**src/rtl/regfile_pkg.sv**
```systemverilog
// Shared constants and helpers for the multi-port register file.
// Latency: n/a (package); backpressure: n/a.
package regfile_pkg;

    localparam int XLEN   = 32;
    localparam int REG_AW = 5;

    // True when addr names the hardwired-zero register.
    function automatic logic zero_mask(input logic [31:0] addr, input logic zero_reg);
        return zero_reg && (addr == 32'd0);
    endfunction

endpackage

```
**src/rtl/regfile_mp_if.sv**
```systemverilog
// Read/write/scoreboard bundle between issue/writeback (master) and the register file (slave).
// Latency: n/a (wiring only); backpressure: none, every port is accepted each cycle.
interface regfile_mp_if
    import regfile_pkg::*;
#(
    parameter int RAWIDTH = REG_AW,
    parameter int DWIDTH  = XLEN,
    parameter int NRD     = 2,
    parameter int NWR     = 2
);

    logic [NRD*RAWIDTH-1:0] AddrR;
    logic [NRD*DWIDTH-1:0]  DataR;
    logic [NRD-1:0]         BusyR;
    logic [NWR-1:0]         WEn;
    logic [NWR*RAWIDTH-1:0] AddrW;
    logic [NWR*DWIDTH-1:0]  DataW;
    logic                   SbSet;
    logic [RAWIDTH-1:0]     SbAddr;
    logic                   SbFlush;

    modport master (
        output AddrR, WEn, AddrW, DataW, SbSet, SbAddr, SbFlush,
        input  DataR, BusyR
    );

    modport slave (
        input  AddrR, WEn, AddrW, DataW, SbSet, SbAddr, SbFlush,
        output DataR, BusyR
    );

endinterface

```
**src/rtl/rf_scoreboard.sv**
```systemverilog
// Per-register busy bits: set on issue, cleared by writeback, wiped by flush.
// Latency: set/clear visible one cycle later; backpressure: none.
module rf_scoreboard
    import regfile_pkg::*;
#(
    parameter int RAWIDTH  = REG_AW,
    parameter int NWR      = 2,
    parameter int ZERO_REG = 1
) (
    input  logic                    clk,
    input  logic                    rst_n,
    input  logic [NWR-1:0]          wen,
    input  logic [NWR*RAWIDTH-1:0]  addr_w,
    input  logic                    sb_set,
    input  logic [RAWIDTH-1:0]      sb_addr,
    input  logic                    sb_flush,
    output logic [2**RAWIDTH-1:0]   busy
);

    localparam int NREG = 2**RAWIDTH;

    logic [NREG-1:0] busy_nxt;

    // Later assignments override earlier ones, giving flush > set > write-clear.
    always_comb begin
        busy_nxt = busy;
        for (int w = 0; w < NWR; w++) begin
            if (wen[w]) begin
                busy_nxt[addr_w[w*RAWIDTH +: RAWIDTH]] = 1'b0;
            end
        end
        if (sb_set && !zero_mask(32'(sb_addr), ZERO_REG != 0)) begin
            busy_nxt[sb_addr] = 1'b1;
        end
        if (sb_flush) begin
            busy_nxt = '0;
        end
        if (ZERO_REG != 0) begin
            busy_nxt[0] = 1'b0;
        end
    end

    always_ff @(posedge clk or negedge rst_n) begin
        if (!rst_n) begin
            busy <= '0;
        end else begin
            busy <= busy_nxt;
        end
    end

endmodule

```
**src/rtl/regfile_mp.sv**
```systemverilog
// Multi-port integer register file with optional write-to-read bypass and busy scoreboard.
// Latency: reads combinational, writes next cycle (same cycle via bypass); backpressure: none.
module regfile_mp
    import regfile_pkg::*;
#(
    parameter int RAWIDTH  = REG_AW,
    parameter int DWIDTH   = XLEN,
    parameter int NRD      = 2,
    parameter int NWR      = 2,
    parameter int BYPASS   = 1,
    parameter int ZERO_REG = 1
) (
    input  logic        clk,
    input  logic        rst_n,
    regfile_mp_if.slave bus
);

    localparam int NREG = 2**RAWIDTH;

    logic [DWIDTH-1:0]  regs    [NREG];
    logic [NREG-1:0]    busy;
    logic [RAWIDTH-1:0] addr_w  [NWR];
    logic [DWIDTH-1:0]  data_w  [NWR];
    logic [RAWIDTH-1:0] addr_r  [NRD];
    logic [DWIDTH-1:0]  rd_dat  [NRD];
    logic               rd_bsy  [NRD];

    always_comb begin
        for (int w = 0; w < NWR; w++) begin
            addr_w[w] = bus.AddrW[w*RAWIDTH +: RAWIDTH];
            data_w[w] = bus.DataW[w*DWIDTH +: DWIDTH];
        end
        for (int i = 0; i < NRD; i++) begin
            addr_r[i] = bus.AddrR[i*RAWIDTH +: RAWIDTH];
        end
    end

    // Ports are visited in ascending order so the highest-index writer lands last.
    always_ff @(posedge clk or negedge rst_n) begin
        if (!rst_n) begin
            for (int r = 0; r < NREG; r++) begin
                regs[r] <= '0;
            end
        end else begin
            for (int w = 0; w < NWR; w++) begin
                if (bus.WEn[w] && !zero_mask(32'(addr_w[w]), ZERO_REG != 0)) begin
                    regs[addr_w[w]] <= data_w[w];
                end
            end
        end
    end

    rf_scoreboard #(
        .RAWIDTH  (RAWIDTH),
        .NWR      (NWR),
        .ZERO_REG (ZERO_REG)
    ) u_scoreboard (
        .clk      (clk),
        .rst_n    (rst_n),
        .wen      (bus.WEn),
        .addr_w   (bus.AddrW),
        .sb_set   (bus.SbSet),
        .sb_addr  (bus.SbAddr),
        .sb_flush (bus.SbFlush),
        .busy     (busy)
    );

    // Bypass is suppressed in reset so outputs read zero while rst_n is low.
    always_comb begin
        for (int i = 0; i < NRD; i++) begin
            rd_dat[i] = regs[addr_r[i]];
            rd_bsy[i] = busy[addr_r[i]];
            if ((BYPASS != 0) && rst_n) begin
                for (int w = 0; w < NWR; w++) begin
                    if (bus.WEn[w] && (addr_w[w] == addr_r[i])) begin
                        rd_dat[i] = data_w[w];
                        rd_bsy[i] = 1'b0;
                    end
                end
            end
            if (zero_mask(32'(addr_r[i]), ZERO_REG != 0)) begin
                rd_dat[i] = '0;
                rd_bsy[i] = 1'b0;
            end
        end
    end

    for (genvar i = 0; i < NRD; i++) begin : g_rd
        assign bus.DataR[i*DWIDTH +: DWIDTH] = rd_dat[i];
        assign bus.BusyR[i]                  = rd_bsy[i];
    end

endmodule

```
**src/flat_wrapper.sv**
```systemverilog
// flat-port wrapper written by rule: the top's interface ports become plain ports
module regfile_mp_flat import regfile_pkg::*;
#(
    parameter int RAWIDTH  = REG_AW,
    parameter int DWIDTH   = XLEN,
    parameter int NRD      = 2,
    parameter int NWR      = 2,
    parameter int BYPASS   = 1,
    parameter int ZERO_REG = 1
)
  (clk, rst_n, bus_AddrR, bus_WEn, bus_AddrW, bus_DataW, bus_SbSet, bus_SbAddr, bus_SbFlush, bus_DataR, bus_BusyR);
  regfile_mp_if #(.RAWIDTH(RAWIDTH), .DWIDTH(DWIDTH), .NRD(NRD), .NWR(NWR)) bus_i ();
  input  logic clk;
  input  logic rst_n;
  input wire logic [$bits(bus_i.AddrR)-1:0] bus_AddrR;
  input wire logic [$bits(bus_i.WEn)-1:0] bus_WEn;
  input wire logic [$bits(bus_i.AddrW)-1:0] bus_AddrW;
  input wire logic [$bits(bus_i.DataW)-1:0] bus_DataW;
  input wire logic [$bits(bus_i.SbSet)-1:0] bus_SbSet;
  input wire logic [$bits(bus_i.SbAddr)-1:0] bus_SbAddr;
  input wire logic [$bits(bus_i.SbFlush)-1:0] bus_SbFlush;
  output wire logic [$bits(bus_i.DataR)-1:0] bus_DataR;
  output wire logic [$bits(bus_i.BusyR)-1:0] bus_BusyR;
  assign bus_i.AddrR = bus_AddrR;
  assign bus_i.WEn = bus_WEn;
  assign bus_i.AddrW = bus_AddrW;
  assign bus_i.DataW = bus_DataW;
  assign bus_i.SbSet = bus_SbSet;
  assign bus_i.SbAddr = bus_SbAddr;
  assign bus_i.SbFlush = bus_SbFlush;
  assign bus_DataR = bus_i.DataR;
  assign bus_BusyR = bus_i.BusyR;
  regfile_mp #(.RAWIDTH(RAWIDTH), .DWIDTH(DWIDTH), .NRD(NRD), .NWR(NWR), .BYPASS(BYPASS), .ZERO_REG(ZERO_REG)) u_core (.clk(clk), .rst_n(rst_n), .bus(bus_i));
endmodule
```
**config.mk**
```make
export PLATFORM = sky130hd
export DESIGN_NAME = regfile_mp_flat
export DESIGN_NICKNAME = d
export VERILOG_FILES = /design/src/rtl/regfile_pkg.sv /design/src/rtl/regfile_mp_if.sv /design/src/rtl/rf_scoreboard.sv /design/src/rtl/regfile_mp.sv /design/src/flat_wrapper.sv
export SDC_FILE = /design/constraint.sdc
export NUM_CORES = 2
export LEC_CHECK = 0
export ABC_AREA = 0
export CAP_MARGIN = 10
export CORE_MARGIN = 2
export CORE_UTILIZATION = 40
export DETAILED_ROUTE_END_ITERATION = 6
export PLACE_DENSITY = 0.57
export SYNTH_ARGS = -nofsm -noshare
export SYNTH_HDL_FRONTEND = slang
export SYNTH_SLANG_ARGS = --single-unit
```
**constraint.sdc**
```tcl
create_clock -name clk -period 5.15 [get_ports clk]
set_input_delay 1.545 -clock clk [delete_from_list [all_inputs] [get_ports clk]]
set_output_delay 1.545 -clock clk [all_outputs]
set_load 0.02 [all_outputs]
```
==> results.txt <==
----------------------------------------------------
[Floorplanning]
  Ports ... around 160
  Row cnt ... 150
  Initial core utilization ... between 40% and 50%
  Height of the chip ... about 410 um
  DIE AREA ... 0.171 mm^2
  Overall die width ... about 410 um
  Std-Cell Core Area ... between 0.15 and 0.2 mm^2

[STA]
  Max transition margin ... between 10% and 20%
  Fmax achieved ... 175 MHz
  Unrepaired setup endpoints after global routing ... yes
  Clock skew ... 0 ps
  Hold slack final ... roughly 400 ps
  Setup violations, final ... 64
  Part of the cycle the worst path needs ... 111%
  Final min period ... about 5700 ps
  Final hold vios ... 0
  Worst-margin pin slew ... ~1300 ps
  Max Transition Viols Final ... 0
  Worst-case setup margin in the final layout ... -551 ps

[Finish]
  Final Core Density ... around 52%
  Number of nets in the layout ... approximately 7400
  Layout Area Growth over Synthesis ... 29.6%
  Share of post-route cells with drive strength above 1 ... 28.8%

[Clock network]
  Clock buffers created by TritonCTS ... 130
  Number of clock sinks seen by CTS ... ~1100
  Clk Latency, worst-skew pair ... 800 ps
  Clock-pin transition on the worst setup and hold timing paths ... about 50 ps
  Cell chosen for the clock root ... sky130_fd_sc_hd__clkbuf_16
  Buffer levels on the longest clock path ... 3
  Count of H-tree levels built during CTS ... 4
  CTS tree ... done

[Synthesis]
  Multiplexer fraction of the synthesized cell area ... 25.9%
  Number of cells produced by synthesis ... between 6000 and 7000
  Basic-gate share of the synthesized area counting and, or, nand and nor cells ... roughly 9.2%
  Share of the synthesized area in compound gates (AO/OA/AOI/OAI) ... around a fifth
  Number of nets produced by synthesis ... 7037
  Synthesis-stage register bit count ... roughly 1100
  Part of the Yosys area used for sequential elements ... approximately 39%
  Distinct cells, synth ... 53
  Share of synthesized cell area in full adder, half adder and majority cells ... 0%
  Post-synthesis average cell area ... just under 10 um^2
  Netlist area before placement ... approximately 0.067 mm^2
  Largest family of logic cells by synthesized area ... multiplexers
  YS warnings ... 0
  Xor and xnor fraction of the mapped netlist area ... 0.260%

[Flow run]
  Max-Cap Viols ... 0

[Global route]
  Initial antenna violation count ... 19
  First-pass GRT wire length ... around 480000 um
  GR peak layer ... met2
  GRT Resource Usage Total ... approximately two fifths
  Via count of the first global-routing pass ... slightly above 60000
  Maximum number of pins on one net before global-route repair ... approximately 170
  Met2 Track Usage GR ... a little under three fifths
  Met3 usage in global routing ... between 10% and 20%
  Routing usage on met1 ... roughly half
  Aggregate global routing overflow ... 0

[Setup path]
  Cells along the critical path ... buf_4 > buf_4 > buf_12 > nor3_1 > nand2_2 > buf_4 > o21ai_2 > nor3b_4 > buf_6
  Setup slack of the worst register-to-register path ... between 4000 and 5000 ps
  Maximum single-stage delay on the critical path ... about 650 ps
  Most frequent CP cell ... sky130_fd_sc_hd__buf_4
  Kind of capture point of the worst setup path ... primary output
  Top cell family by delay on the critical path ... simple AND/OR/NAND/NOR gates
  Startpoint class of the critical path ... primary input
  Setup CP Type ... in -> out
  Highest net fanout along the worst path ... between 60 and 70
  WP data arrival ... 4160 ps
  Worst endpoint required time ... between 3000 and 4000 ps
  Slowest CP cell ... sky130_fd_sc_hd__nor3b_4
  Number of buffers and inverters on the critical path ... 5

[Drt]
  Final Routed Wirelength ... approximately 350000 um
  DR iter-0 viols ... ~9800
  Detailed-routing iteration count for the pre-antenna-repair pass ... 7
  Detail Route Antenna Nets ... 0
  Total via count in the routed design ... 65700
  Final routed DRC violation total ... 1
  Via density per instance ... between 6 and 7
  Avg WL per Cell ... 35.9 um

[Power]
  Power share of the sequential group ... 39.4%
  Net switching power of the design ... around 0.010 W
  Combinational share of power ... ~29%
  Max rail drop VDD ... 333 uV
  Clock power share ... between 30% and 40%
  Power per cell area ... around 350 mW/mm^2
  Static leakage ... about 40 nW
  Internal power ... 0.0204 W
  Share of total power consumed by net switching ... between 30% and 40%

[Place]
  Total half-perimeter wirelength after legalization and detailed placement ... a little over 200000 um
  # port buffers ... 160
  Weighted congestion reported at the end of routability-driven placement ... 0.962
  Worst slack at placement ... -1160 ps

[Run status]
  Run status ... complete, but fails checks
  Failing checks ... design-rule violations, negative setup slack

[Worst hold path]
  Path class of the lowest-slack min-delay path ... reg -> reg

----------------------------------------------------
-- metrics by stage --
stage	power, W	std cells	instance area (um^2)	setup TNS (ps)
CTS	0.0298	9495	84200	-5830
global route	0.0317	9640	87100	-9580
finish	0.0306	9653	87200	-9010
detailed placement	0.0196	9096	74900	-53010
floorplan	0.0166	6942	67300	0
global placement	0.0194	9096	74900	-54930
-- worst paths after layout --
| check | startpoint | endpoint | cells after the start |
|---|---|---|---|
| min in group asynchronous | rst_n | u_core.regs[876]$_DFF_PN0_ | 2 |
| worst max-delay path | bus_AddrR[9] | bus_DataR[49] | 9 |
| worst max register to register | u_core.regs[510]$_DFF_PN0_ | u_core.regs[510]$_DFF_PN0_ | 2 |
| worst min-delay path | u_core.regs[1008]$_DFF_PN0_ | u_core.regs[1008]$_DFF_PN0_ | 0 |
| worst min register to register | u_core.regs[1008]$_DFF_PN0_ | u_core.regs[1008]$_DFF_PN0_ | 0 |
| max in group asynchronous | rst_n | u_core.regs[23]$_DFF_PN0_ | 4 |
-- area by class of cell --
cell class / count / area, um^2
well taps: 2204 / 2760
inverters: 7 / 28.8
flip-flops and latches: 1055 / 26400
clock buffers: 187 / 3840
multi-input cells: 4974 / 40300
diodes: 23 / 57.6
repair buffers: 1155 / 13200
clock inverters: 48 / 533
fillers: 14600 / 79900
-- cell usage in the layout (no fill, tap or decap), types with 50 or more instances in the layout --
cell	Yosys	routed
sky130_fd_sc_hd__mux2i_1	1048	1014
sky130_fd_sc_hd__o21ai_1	90	115
sky130_fd_sc_hd__clkbuf_16	0	155
sky130_fd_sc_hd__a22oi_1	664	629
sky130_fd_sc_hd__buf_6	37	112
sky130_fd_sc_hd__buf_12	0	200
sky130_fd_sc_hd__buf_4	33	659
sky130_fd_sc_hd__nor2_4	2	50
sky130_fd_sc_hd__a221oi_2	1	82
sky130_fd_sc_hd__dfrtp_1	1055	1055
sky130_fd_sc_hd__mux4_2	275	275
sky130_fd_sc_hd__clkdlybuf4s50_1	0	71
sky130_fd_sc_hd__nand2_1	809	759
sky130_fd_sc_hd__nor2_1	485	434
sky130_fd_sc_hd__o21ai_0	676	596
sky130_fd_sc_hd__a21oi_1	367	364
-- state kept, by name (all words and copies together) (netlist names) --
register                  count
u_core.regs                1024
u_core.u_scoreboard.busy     31
-- power groups by stage --
stage	clock (W)	combinational, W	sequential, W
floorplan	0	0.00514	0.0115
global placement	0	0.00743	0.0119
detailed placement	0	0.00758	0.0120
CTS	0.00967	0.00825	0.0119
global route	0.0100	0.00942	0.0122
finish	0.00968	0.00887	0.0121
-- synthesized netlist by cell type (all sizes together) --
| cell | n | share of area (%) |
|---|---|---|
| o221ai | 2 | 0.026 |
| nor3b | 36 | 0.40 |
| nor2b | 4 | 0.037 |
| o21ai | 767 | 5.7 |
| and4b | 1 | 0.015 |
| a211oi | 34 | 0.38 |
| nor2 | 501 | 2.9 |
| inv | 7 | 0.039 |
| nand2b | 3 | 0.028 |
| or3 | 3 | 0.035 |
| nor3 | 39 | 0.29 |
| dfrtp | 1055 | 39 |
| and3 | 6 | 0.056 |
| nand3b | 15 | 0.17 |
| clkbuf | 606 | 3.4 |
| mux2 | 65 | 1.1 |
| a21oi | 367 | 2.7 |
| o2111ai | 32 | 0.42 |
| a221oi | 131 | 1.7 |
| a22oi | 675 | 7.6 |
| o211ai | 1 | 0.011 |
| nand3 | 37 | 0.28 |
| nand2 | 809 | 4.5 |
| a2111oi | 30 | 0.48 |
| and2 | 33 | 0.31 |
| xor2 | 10 | 0.13 |
| nand4 | 2 | 0.019 |
| mux4 | 275 | 9.2 |
| xnor2 | 10 | 0.13 |
| a32oi | 19 | 0.25 |
| o21a | 2 | 0.024 |
| or3b | 3 | 0.039 |
| or2 | 7 | 0.065 |
| nor4 | 3 | 0.028 |
| mux2i | 1048 | 16 |
| and3b | 4 | 0.052 |
| buf | 300 | 2.6 |
-- cell families (layout without fill, tap and decap cells) --
logic type / after synthesis / in the layout
compound gates: 2060 / 2060
xor+xnor: 20 / 20
buf+inv: 913 / 1397
flops: 1055 / 1055
mux: 1388 / 1388
other cells: 0 / 23
simple gates: 1506 / 1506
-- metal layers --
layer / wire length [um] / up-vias
met5: 123 / -
met3: 43700 / 1517
met2: 145000 / 5353
met4: 32400 / 20
li1: - / 26400
met1: 126000 / 32400
-- repair_timing --
action | in CTS | in global routing
pin swaps | 111 | 141
setup endpoints to repair | 66 | 66
cloned | 19 | 20
hold buffers | 0 | 0
resized for setup | 846 | 338
endpoints found under the hold margin | 0 | 0
buffers inserted | 174 | 150
Power figures use the tool's default switching activity.
